==> src/rtl/fifo_access_scheduler.sv <==
// Round-robin push arbiter and push/pop serializer in front of a single-port-pair FIFO.
// Keeps its own occupancy count and latches any disagreement with the FIFO flags.
//
// state       | meaning
// last_op = 0 | pop served last (or reset); push wins contention
// last_op = 1 | push served last; pop wins contention
module fifo_access_scheduler #(
   parameter int WIDTH = 8,
   parameter int DEPTH = 16,
   parameter int NREQ  = 4
) (
   input  logic                      clk,
   input  logic                      reset_n,
   input  logic [NREQ-1:0]           req_push,
   input  logic [NREQ*WIDTH-1:0]     req_data,
   output logic [NREQ-1:0]           grant_push,
   input  logic                      pop_req,
   output logic                      pop_ack,
   output logic                      fifo_push,
   output logic                      fifo_pop,
   output logic [WIDTH-1:0]          fifo_in,
   input  logic                      fifo_empty,
   input  logic                      fifo_full,
   output logic [$clog2(DEPTH):0]    count,
   output logic                      mismatch
);

   localparam int CW = $clog2(DEPTH) + 1;
   localparam int PW = (NREQ > 1) ? $clog2(NREQ) : 1;

   logic [PW-1:0] rr_ptr_q, rr_ptr_d;
   logic          last_op_q, last_op_d;
   logic [CW-1:0] count_q, count_d;
   logic          mismatch_q, mismatch_d;

   logic          push_ok, pop_ok, sel_push, sel_pop, found;
   logic [PW-1:0] win_idx;
   logic [PW:0]   scan_sum;

   always_comb begin
      push_ok  = (|req_push) & ~fifo_full;
      pop_ok   = pop_req & ~fifo_empty;
      sel_push = push_ok & (~pop_ok | ~last_op_q);
      sel_pop  = pop_ok & (~push_ok | last_op_q);

      // Scan from rr_ptr upward, wrapping at NREQ (which need not be a power of two).
      found    = 1'b0;
      win_idx  = '0;
      scan_sum = '0;
      for (int k = 0; k < NREQ; k++) begin
         scan_sum = {1'b0, rr_ptr_q} + (PW+1)'(k);
         if (scan_sum >= (PW+1)'(NREQ))
            scan_sum = scan_sum - (PW+1)'(NREQ);
         if (!found && req_push[scan_sum[PW-1:0]]) begin
            found   = 1'b1;
            win_idx = scan_sum[PW-1:0];
         end
      end

      grant_push = '0;
      fifo_in    = '0;
      fifo_push  = sel_push & reset_n;
      fifo_pop   = sel_pop & reset_n;
      pop_ack    = sel_pop & reset_n;
      for (int i = 0; i < NREQ; i++) begin
         if (sel_push && reset_n && (PW'(i) == win_idx)) begin
            grant_push[i] = 1'b1;
            fifo_in       = req_data[i*WIDTH +: WIDTH];
         end
      end

      rr_ptr_d  = rr_ptr_q;
      last_op_d = last_op_q;
      count_d   = count_q;
      if (sel_push) begin
         rr_ptr_d  = (win_idx == PW'(NREQ-1)) ? '0 : win_idx + PW'(1);
         last_op_d = 1'b1;
         count_d   = count_q + CW'(1);
      end else if (sel_pop) begin
         last_op_d = 1'b0;
         count_d   = count_q - CW'(1);
      end

      mismatch_d = mismatch_q
                 | ((count_q == '0) != fifo_empty)
                 | ((count_q == CW'(DEPTH)) != fifo_full);
   end

   always_ff @(posedge clk or negedge reset_n) begin
      if (!reset_n) begin
         rr_ptr_q   <= '0;
         last_op_q  <= 1'b0;
         count_q    <= '0;
         mismatch_q <= 1'b0;
      end else begin
         rr_ptr_q   <= rr_ptr_d;
         last_op_q  <= last_op_d;
         count_q    <= count_d;
         mismatch_q <= mismatch_d;
      end
   end

   assign count    = count_q;
   assign mismatch = mismatch_q;

endmodule

==> config.mk <==
export PLATFORM = sky130hd
export DESIGN_NAME = fifo_access_scheduler
export DESIGN_NICKNAME = d
export VERILOG_FILES = /design/src/rtl/fifo_access_scheduler.sv
export SDC_FILE = /design/constraint.sdc
export NUM_CORES = 1
export LEC_CHECK = 0
export CORE_UTILIZATION = 37
export CTS_BUF_LIST = sky130_fd_sc_hd__clkbuf_16
export CTS_CLUSTER_DIAMETER = 30
export CTS_CLUSTER_SIZE = 16
export DETAILED_ROUTE_END_ITERATION = 10
export PLACE_DENSITY = 0.78
export SLEW_MARGIN = 20
export SYNTH_ARGS = -nofsm -noshare
export SYNTH_HDL_FRONTEND = slang
export SYNTH_SLANG_ARGS = --single-unit
==> constraint.sdc <==
create_clock -name clk -period 3.1 [get_ports clk]
set_input_delay 0.775 -clock clk [delete_from_list [all_inputs] [get_ports clk]]
set_output_delay 0.775 -clock clk [all_outputs]
set_load 0.05 [all_outputs]
==> out/results.txt, run 1 <==
run status - finished, violations left
failing checks - setup timing
max-capacitance violation count - 0
# rows - 18
Area contributors post-synth - dfrtp_1 (22%), a21oi_1 (11%), ha_1 (8.6%)
initial antenna violation count - 0
Post-CTS Hold Fix Bufs - 0
Mapped Area - 1016 um^2
Diodes inserted - 0
Ys Warns - 0
Reg2Reg Setup Slack - 0.80 ns
share of layout cells above drive strength 1 - 44.70%
Seq cells post-synth - 9
first drt pass iteration count - 4
GRT Residual Overflow - 0
Seq. cell area - 225.2 um^2
ordered list of cells on the worst path - buf_8 -> buf_4 -> a21oi_2 -> o22a_1 -> inv_1 -> ha_2 -> buf_8 -> a21oi_2 -> o21ai_2 -> a22oi_2 -> nor2_4 -> buf_12
Final Worst Setup Slack - -0.2685 ns
Syn Inst Count - 135
RD Place Congestion - 0.8484
FF-to-FF path depth - 8
Hold Vio Cnt, Final - 0
H-tree level count - 1
Crit path depth - 12
Worst-path clk slew - 0.04 ns
Fill cells - 71
commonest non-fill, non-tap cell in the layout - clkdlybuf4s50_1
starting density of the core - 39.92%
HP Class - reg2reg
clk buf depth - 2
core box area - 2545 um^2
CP arrival - 2.59 ns
share of the synthesized area in the top cell type - 22.17%
Via Count - 1568
ys flop type - dfrtp_1
Final Skew - 0.006876 ns
TritonCTS clock tree - built
Final Slew Violations - 0
minimum clock period - 3.369 ns
ys async rst share - 100.0%
Setup CP Type - in2out
clk sink count - 9
Slew HR - 57.37%
mux cell area share after synthesis - 5.296%
CP max-delay cell - a22oi_2
Least-Margin Pin Slew - 0.6337 ns
Num CTS Buffers - 3
pre-CTS setup slack - -0.6631 ns
Post-DP HPWL - 2824 um
antenna-violating nets left - 0
multi-input logic area - 960.9 um^2
area fraction in compound gates after synthesis - 30.30%
drc violations - 0
Vias/cell - 6.348
total wire length - 6213 um
Netlist cell types - 35
hold depth - 1
Setup violations, final - 10
Post-Synth Simple-Gate Area - 19.33%
post-synthesis average cell area - 7.526 um^2
final std cells w/o fill - 247
syn nets - 184
Critical Path Sink - fifo_in[3]
placed cells - 236
Synth Area in XOR/XNOR - 3.448%
WL per Instance - 25.15 um
io pins - 62
total track usage - 35.07%
Peak Freq - 0.2969 GHz
post-synthesis adder-cell area fraction - 10.59%
VDD IR max - 0.8973 mV
clk_lat worst skew - 0.24 ns
IO Port Bufs - 61
RSZ-0062 raised after global routing - true
fin nets - 267
Die H - 54.40 um
hold slack - 0.4561 ns
Final period util - 108.7%
crit start category - input pin
Setup TNS - -1.363 ns
commonest non-fill, non-tap cells in the layout - clkdlybuf4s50_1 (42), buf_12 (17), inv_1 (16), buf_4 (15), a21oi_2 (11)
CP Buf/Inv Count - 5
Worst R2R Start - last_op_q$_DFFE_PN0P_
initial DRC count - 56
Syn-to-layout area delta - 136.1%
Crit. End Element - output port
r2r endpoint - count[4]$_DFFE_PN0P_
CTS root buf - clkbuf_16
Die X - 54.40 um
pin count of the biggest net entering global routing - 18
Top delay family on crit path - compound AO/OA/AOI/OAI gates
sequential-to-total area share from yosys stat - 22.17%
Yosys top cell by area - dfrtp_1
vias in the first global route - 1448
CP Max Fanout - 10
main combinational cell family by area after synthesis - compound AO/OA/AOI/OAI gates
Pleak - 0.9889 nW
power density over the cells - 840.5 nW/um^2
die area - 2959 um^2
Critical Path Source - req_push[0]
Critical Path RT - 2.32 ns
max incr delay on CP - 0.26 ns
Post-synth EDFFs - 0
first-pass GRT wire length - 7148 um
## how the worst min path moves through the flow
stage                       startpoint                    to  slack, ns
global placement    mismatch$_DFF_PN0_    mismatch$_DFF_PN0_       0.44
floorplan                      reset_n  count[0]$_DFFE_PN0P_       0.48
global route        mismatch$_DFF_PN0_    mismatch$_DFF_PN0_       0.47
CTS                 mismatch$_DFF_PN0_    mismatch$_DFF_PN0_       0.45
finish              mismatch$_DFF_PN0_    mismatch$_DFF_PN0_       0.46
detailed placement  mismatch$_DFF_PN0_    mismatch$_DFF_PN0_       0.45
## synthesized netlist by cell type, types with 2 or more instances
cell type and number:
nand2b_1 2, clkbuf_1 6, mux2i_1 2, a21o_1 3, nor2_1 12, a21oi_1 23, ha_1 7, and3_1 4
a22oi_1 8, xnor2_1 3, nand2_1 10, o21ai_0 8, dfrtp_1 9, inv_1 15, mux2_2 3
## flip-flops by register name, indices dropped and copies added (netlist names)
| signal | flops |
|---|---|
| count | 5 |
| rr_ptr_q | 2 |
| last_op_q | 1 |
| mismatch | 1 |
## area by class of cell
cell class	instances	share of cell area, %
clock buffer	3	3.130
clock inverter	1	0.1565
inverter	15	2.347
multi-input combinational	103	40.06
sequential	9	9.390
tap	30	1.565
timing repair buffer	86	43.35
## through the flow
stage | total power, W | instance area (um^2) | util, %
after floorplan | 0.0009035 | 1080 | -
after global placement | 0.001267 | 2002 | 78.66
after detailed placement | 0.001307 | 2002 | 78.66
after CTS | 0.001748 | 2286 | 89.82
after global routing | 0.002086 | 2399 | 94.25
final | 0.002016 | 2399 | 94.25
## worst reg2reg max path, cell delays in order (launching register included)
cell      delay [ns]
dfrtp_1         0.45
a211oi_4        0.38
buf_4           0.20
inv_1           0.08
ha_1            0.37
nand2b_1        0.09
a21oi_1         0.20
mux2i_1         0.26
xnor2_1         0.17
## timing repair
item | 4_1_cts | 5_1_grt
hold endpoints to repair | 0 | 0
buffers inserted | 5 | 0
pin swaps | 15 | 13
gates cloned | 1 | 1
gates resized for setup | 57 | 21
setup endpoints to repair | 14 | 11
## logic make-up (layout without fill, tap and decap cells)
| logic type | count (synthesis) | count (layout) |
|---|---|---|
| AOI/OAI and AO/OA | 49 | 49 |
| and+or+nand+nor | 37 | 37 |
| buffers and inverters | 23 | 105 |
| DFF | 9 | 9 |
| adders and majority gates | 8 | 8 |
| muxes | 5 | 5 |
| xor gates and xnor gates | 4 | 4 |
## report_power, final
part	internal, W	switching (W)
registers	0.000170	0.0000848
logic	0.000676	0.000858
clock network	0.000169	0.0000589
## layer usage
layer,global-route usage [%],vias up,part of all wire (%)
li1,-,638,-
met1,36.04,764,35
met2,61.79,123,50
met3,10.00,43,7.9
met4,22.22,0,7.2
met5,0,-,0
(Power assumes the default switching activity.)
==> run 2: changes to the inputs <==
- CORE_UTILIZATION: 37 -> 40
- PLACE_DENSITY: 0.78 -> 0.84
- clock period: 3.1 -> 3.9 ns (I/O delays scaled with it)
==> run 2 against run 1 <==
  * The run now ends clean
  * Wire length decreased by 35%
  * Critical path type unchanged
  * Register-to-register slack improved by 0.88 ns
  * First-iteration DRC count decreased by 55%
  * Sequential power decreased by 25%
  * Design area decreased by 17%
  * Sequential share of layout area increased by 1.9 points
  * Worst hold slack got worse by 0.0023 ns
==> out/results.txt, run 2 (synthesized netlist as in run 1, its figures left out) <==
starting density of the core - 44.23% (was 39.92%)
Crit. End Element - output port (unchanged)
CP Max Fanout - 10 (unchanged)
clk_lat worst skew - 0.24 ns (about the same)
Critical Path RT - 2.92 ns (was 2.32 ns)
Final Worst Setup Slack - 0.1088 ns (was -0.2685 ns)
commonest non-fill, non-tap cells in the layout - clkdlybuf4s50_1 (42), a21oi_1 (22), buf_12 (17), inv_1 (13), nand2_1 (10) (was clkdlybuf4s50_1 (42), buf_12 (17), inv_1 (16), buf_4 (15), a21oi_2 (11))
Setup CP Type - in2out (unchanged)
Vias/cell - 5.567 (was 6.348)
Post-DP HPWL - 2874 um (was 2824 um)
pre-CTS setup slack - -0.3586 ns (was -0.6631 ns)
Final period util - 97.21%
clk buf depth - 2 (unchanged)
Setup TNS - 0 ns (was -1.363 ns)
Pleak - 0.8791 nW (was 0.9889 nW)
total track usage - 31.80% (was 35.07%)
VDD IR max - 0.6549 mV (was 0.8973 mV)
clk sink count - 9 (unchanged)
Setup violations, final - 0 (was 10)
RSZ-0062 raised after global routing - false (was true)
vias in the first global route - 1265 (was 1448)
first-pass GRT wire length - 6272 um (was 7148 um)
antenna-violating nets left - 0 (unchanged)
die area - 2745 um^2 (was 2959 um^2)
io pins - 62 (unchanged)
crit start category - input pin (unchanged)
first drt pass iteration count - 4 (unchanged)
Final Skew - 0.001109 ns (was 0.006876 ns)
Via Count - 1286 (was 1568)
Slew HR - 51.64% (was 57.37%)
CTS root buf - clkbuf_16 (unchanged)
Die X - 52.40 um (was 54.40 um)
power density over the cells - 621.1 nW/um^2 (was 840.5 nW/um^2)
H-tree level count - 1 (unchanged)
max-capacitance violation count - 0 (unchanged)
Die H - 52.40 um (was 54.40 um)
CP arrival - 2.82 ns (was 2.59 ns)
initial antenna violation count - 0 (unchanged)
minimum clock period - 3.791 ns
WL per Instance - 17.59 um (was 25.15 um)
# rows - 17 (was 18)
Final Power - 0.001243 W (was 0.002016 W)
TritonCTS clock tree - built (unchanged)
pin count of the biggest net entering global routing - 18 (unchanged)
Least-Margin Pin Slew - 0.7188 ns (was 0.6337 ns)
share of layout cells above drive strength 1 - 25.12% (was 44.70%)
Final Slew Violations - 0 (unchanged)
initial DRC count - 25 (was 56)
max reg flops - 5 (unchanged)
total wire length - 4063 um (was 6213 um)
Diodes inserted - 0 (unchanged)
run status - completed (was finished, violations left)
fin nets - 253 (was 267)
commonest non-fill, non-tap cell in the layout - clkdlybuf4s50_1 (unchanged)
IO Port Bufs - 61 (unchanged)
hold slack - 0.4538 ns (was 0.4561 ns)
GRT Residual Overflow - 0 (unchanged)
Num CTS Buffers - 3 (unchanged)
fin area - 2002 um^2 (was 2399 um^2)
drc violations - 0 (unchanged)
HP Class - reg2reg (unchanged)
Syn-to-layout area delta - 97.04% (was 136.1%)
Cell Area, Placed - 1866 um^2 (was 2002 um^2)
Worst-path clk slew - 0.04 ns (about the same)
RD Place Congestion - 0.9046 (was 0.8484)
core box area - 2297 um^2 (was 2545 um^2)
Hold Vio Cnt, Final - 0 (unchanged)
Peak Freq - 0.2638 GHz
-- run 2: cell count changes in the layout (fill, tap and decap cells not counted), moves of 5 or more --
cell	delta
a21oi_1	+16
a21oi_2	-11
a21oi_4	-5
a22oi_1	+8
a22oi_2	-8
buf_4	-6
buf_6	-6
nor2_2	+5
nor2_4	-8
o21ai_0	+7
o21ai_2	-5
-- run 2: timing repair --
action                                  4_1_cts  5_1_grt
buffers inserted                              2        1
resized for setup                            14        9
hold buffers                                  0        0
hold endpoints to repair                      0        0
pin swaps                                     4        6
endpoints found under the setup margin       11        8
-- run 2: area by class of cell --
type                            count  area [um^2]
Fill cell                         116        295.3
Inverter                           15        56.30
Timing Repair Buffer               72        863.3
Multi-Input combinational cell    103        742.0
Sequential cell                     9        225.2
Clock buffer                        3        75.07
Tap cell                           28        35.03
Clock inverter                      1        5.005
-- run 2: worst paths after layout --
path                            slack, ns                    to  depth (start not counted)                   from
worst max-delay path                 0.11            fifo_in[6]                         11            req_push[0]
worst min-delay path                 0.45    mismatch$_DFF_PN0_                          1     mismatch$_DFF_PN0_
worst max register to register       1.68  count[3]$_DFFE_PN0P_                          8  last_op_q$_DFFE_PN0P_
worst min register to register       0.45    mismatch$_DFF_PN0_                          1     mismatch$_DFF_PN0_
max in group asynchronous            2.46  count[3]$_DFFE_PN0P_                          2                reset_n
min in group asynchronous            1.01    mismatch$_DFF_PN0_                          1                reset_n
-- run 2: through the flow --
step,util (%),std cells
finish,87.15,231
global route,87.15,231
CTS,86.44,230
detailed placement,81.21,224
global placement,81.21,224
floorplan,-,135
-- run 2: where the power goes --
part	total (W)	internal (W)	leakage [nW]	switching (W)
combinational	0.000866	0.000393	0.737	0.000473
clock	0.000186	0.000136	0.0409	0.0000502
sequential	0.000192	0.000135	0.101	0.0000567
total	0.00124	0.000664	0.879	0.000579
-- run 2: metal layers --
metal	global-route usage (%)	part of all wire, %
met5	0	0
met4	11.84	2.0
met3	6.377	4.1
met2	55.91	53
met1	37.50	41
-- run 2: worst max-delay path, cell delays in order --
cell and delay (ns):
buf_2 0.17, a21oi_4 0.09, o21a_1 0.19, o22a_1 0.24
buf_4 0.15, ha_2 0.24, buf_4 0.18, a21oi_1 0.13
a22oi_1 0.08, nor2_1 0.20, buf_12 0.17
==> edit 1, RTL diff (config.mk and constraints of run 1) <==
Change the parameter `WIDTH` from 8 to 10.
--- a/src/rtl/fifo_access_scheduler.sv
+++ b/src/rtl/fifo_access_scheduler.sv
@@ -6,5 +6,5 @@
 // last_op = 1 | push served last; pop wins contention
 module fifo_access_scheduler #(
-   parameter int WIDTH = 8,
+   parameter int WIDTH = 10,
    parameter int DEPTH = 16,
    parameter int NREQ  = 4
Ports: changed (resized fifo_in and req_data); port bits go from 62 to 72. The function was not compared with the original's and may differ.
==> edit 1 against run 1 <==
The run now fails in 5_1_grt; synthesized area rose by 7.5%.
==> edit 1: results (changes against run 1) <==
* Synth top cells by count: 28 x a21oi_1, 17 x inv_1, 16 x nor2_1
* HPWL Detailed at 3.08 mm (+9.0%)
* H-tree depth at 1 (unchanged)
* Async set-reset flop share out of synthesis at 100% (unchanged)
* Largest net degree at the start of global routing at 22
* Port Buffers at 71 (+16%)
* CTS Root Cell: clkbuf_16
* Library cells used by synthesis at 35 (unchanged)
* Inserted Clock Buffers at 3 (unchanged)
* Hold bufs inserted after CTS at 0 (unchanged)
* First Err: [ERROR DPL-0038] Utilization greater than 100%, impossible to legalize
* Dominant synthesized flop cell: dfrtp_1
* Post-synthesis sequential element count at 9 (unchanged)
* Syn Nets at 207 (+13%)
* Kind of the worst endpoint: top-level output
* Yosys warns at 0 (unchanged)
* Synth top area cells: dfrtp_1 21%, a21oi_1 13%, ha_1 8.0%, a22oi_1 6.9%, inv_1 5.8%
* Final Wtd Congestion at 0.853 (+0.53%)
* Stage reached: 5_1_grt
* Critical endpoint after global-route timing repair: fifo_in[6]
* Register area share after synthesis at 20.6% (-1.5 points)
* Clock Path Buffers at 2 (unchanged)
* Outcome: stopped before the end
[edit 1: cell families after synthesis]
kind of cell               after synthesis  synth area share (%)
DFF                                      9                  20.6
and+or+nand+nor                         41                  19.1
muxes                                    5                  4.93
AOI/OAI and AO/OA                       57                  32.3
buffers and inverters                   26                  9.97
adders and majority gates                8                  9.85
xor gates and xnor gates                 4                  3.21
[edit 1: per-stage QoR]
| step | instances | instance area (um2) | worst slack [ns] | util (%) |
|---|---|---|---|---|
| CTS | 275 | 2520 | -0.0828 | 90.8 |
| detailed placement | 265 | 2230 | -0.639 | 80.3 |
| global placement | 265 | 2230 | -0.514 | 80.3 |
| floorplan | 150 | 1160 | -0.0847 | - |
[edit 1: repair_timing]
item,4_1_cts
gates cloned,2
setup endpoints to repair,17
pin swaps,10
buffers inserted,4
resized for setup,56
==> edit 2, RTL diff (settings of run 1) <==
Without the edit above. Make the reset (`reset_n`) synchronous in one clocked block.
--- a/src/rtl/fifo_access_scheduler.sv
+++ b/src/rtl/fifo_access_scheduler.sv
@@ -87,5 +87,5 @@
    end
 
-   always_ff @(posedge clk or negedge reset_n) begin
+   always_ff @(posedge clk) begin
       if (!reset_n) begin
          rr_ptr_q   <= '0;
Formal check against the unedited RTL: differs if reset_n is asserted again (counterexample within 4 cycles, from zero or initial values and one cycle with reset_n low); with reset_n held inactive, the same outputs for 10 cycles.
==> edit 2 against run 1 <==
The run still ends with negative setup slack left; final area rose by 2.9%; synthesized area grew 4.3%; worst setup slack gained 0.066 ns; sequential cell count unchanged; die area up 4.2%; wire length shrank 11%; non-clock buffer count is 8 higher; critical path type unchanged; largest cell class unchanged.
Power is not compared: it rests on default switching activity, and its combinational part moved more than twofold at a synthesized area within 25%.
==> edit 2: results (changes against run 1) <==
* Avg Synthesized Cell Area at 7.02 um2 (-6.7%)
* Largest net degree at the start of global routing at 11 (-7)
* Arr. time, crit path at 2.53 ns (-0.06 ns)
* Met1 Use GR at 32.0% (-4.1 points)
* Setup violators final at 8 (-2)
* FILL cells at 108 (+52%)
* Failing checks: negative setup slack
* Global-route wire length before repair at 7.60 mm (+6.3%)
* Async set-reset flop share out of synthesis at 0% (-100 points)
* Met2 WL at 2.83 mm (-9.3%)
* Dominant synthesized flop cell: dfxtp_1
* FF-to-FF Start: last_op_q$_SDFFE_PN0P_
* Outcome: finished with violations
* Clock skew at 0.00265 ns (-0.00423 ns)
* Layout cell share with drive strength beyond 1 at 46.4% (+1.7 points)
* DRT met1 WL at 1.91 mm (-11%)
* Number of global-route vias before repair at 1590 (+9.8%)
* Register area share after synthesis at 17.0% (-5.2 points)
* Number of vias per cell at 5.89 (-7.2%)
* Placed Cells incl. Taps at 256 (+8.5%)
* Tot GR Track Use at 31.3% (-3.8 points)
* HPWL Detailed at 2.98 mm (+5.5%)
* CP Launch Point: req_push[1]
* Wirelength, routed at 5.53 mm (-11%)
* DP Area at 2040 um2 (+1.7%)
* # Post-CTS Setup Buffers at 6 (+1)
* Post-route setup TNS at -0.826 ns (+0.537 ns)
* Library cells used by synthesis at 40 (+14%)
* Metal3 WL at 445 um (-9.6%)
* Met3 usage at 4.45% (-5.6 points)
* Pre-CTS WS at -0.768 ns (-0.104 ns)
* Post-route setup slack at -0.203 ns (+0.0658 ns)
* Synth top cells by count: 20 x a21oi_1, 19 x nor2_1, 17 x inv_1
* Critical path fanouts, max at 6 (-4)
* Least-Margin Pin Slew at 0.503 ns (-0.131 ns)
* Syn Nets at 200 (+8.7%)
* NumNets Final at 289 (+8.2%)
* Synth top area cells: dfxtp_1 17%, a21oi_1 9.4%, ha_1 8.3%, nor2_1 6.7%, inv_1 6.0%
* Min-delay src: mismatch$_SDFF_PN0_
* DR iter-0 viols at 92 (+64%)
* Slowest CP cell: a211oi_2
* Final Wtd Congestion at 0.906 (+6.8%)
* Met2 usage at 60.6% (-1.2 points)
* Routed WL per cell at 20.5 um (-19%)
[edit 2: cell types whose count changed after synthesis, moves of 3 or more]
cell     before  now
dfxtp_1       0    9
a21oi_1      23   20
nor2_1       12   19
and2_1        1    5
dfrtp_1       9    0
and3_1        4    0
mux2_2        3    0
[edit 2: cells by family (layout without fill, tap and decap cells)]
group,after synthesis,in the layout,synth area share [%]
compound gates,48,48,27.5
xor+xnor,3,3,2.48
fa+ha+maj,8,8,10.2
buf+inv,27,115,10.6
flops,9,9,17.0
mux,2,2,1.89
simple gates,54,54,30.3
[edit 2: final timing paths]
check,to,slack [ns],cells past startpoint
worst max register to register,count[4]$_SDFFE_PN0P_,0.83,8
worst max-delay path,fifo_in[3],-0.20,13
worst min-delay path,mismatch$_SDFF_PN0_,0.51,2
worst min register to register,mismatch$_SDFF_PN0_,0.51,2
[edit 2: layout make-up]
type                    instances  area (um2)  share of cell area (%)
clock buffers                   3        75.1                    3.04
clock inverters                 1        3.75                   0.152
inverters                      17        72.6                    2.94
multi-input cells             115        1050                    42.4
flip-flops and latches          9         180                    7.30
well taps                      31        38.8                    1.57
repair buffers                 94        1050                    42.5
[edit 2: power by group]
| part | total (mW) | switching [mW] | internal [mW] |
|---|---|---|---|
| combinational | 0.741 | 0.389 | 0.351 |
| sequential | 0.166 | 0.0289 | 0.137 |
| clock | 0.228 | 0.0595 | 0.169 |
| total | 1.13 | 0.478 | 0.657 |
[edit 2: worst max-delay path, delay by kind of cell]
| family | cells | cell delay [ns] |
|---|---|---|
| buffers and inverters | 5 | 0.61 |
| AO/OA/AOI/OAI | 5 | 0.77 |
| AND/OR/NAND/NOR | 2 | 0.18 |
| adder cells (fa/ha/maj) | 1 | 0.18 |
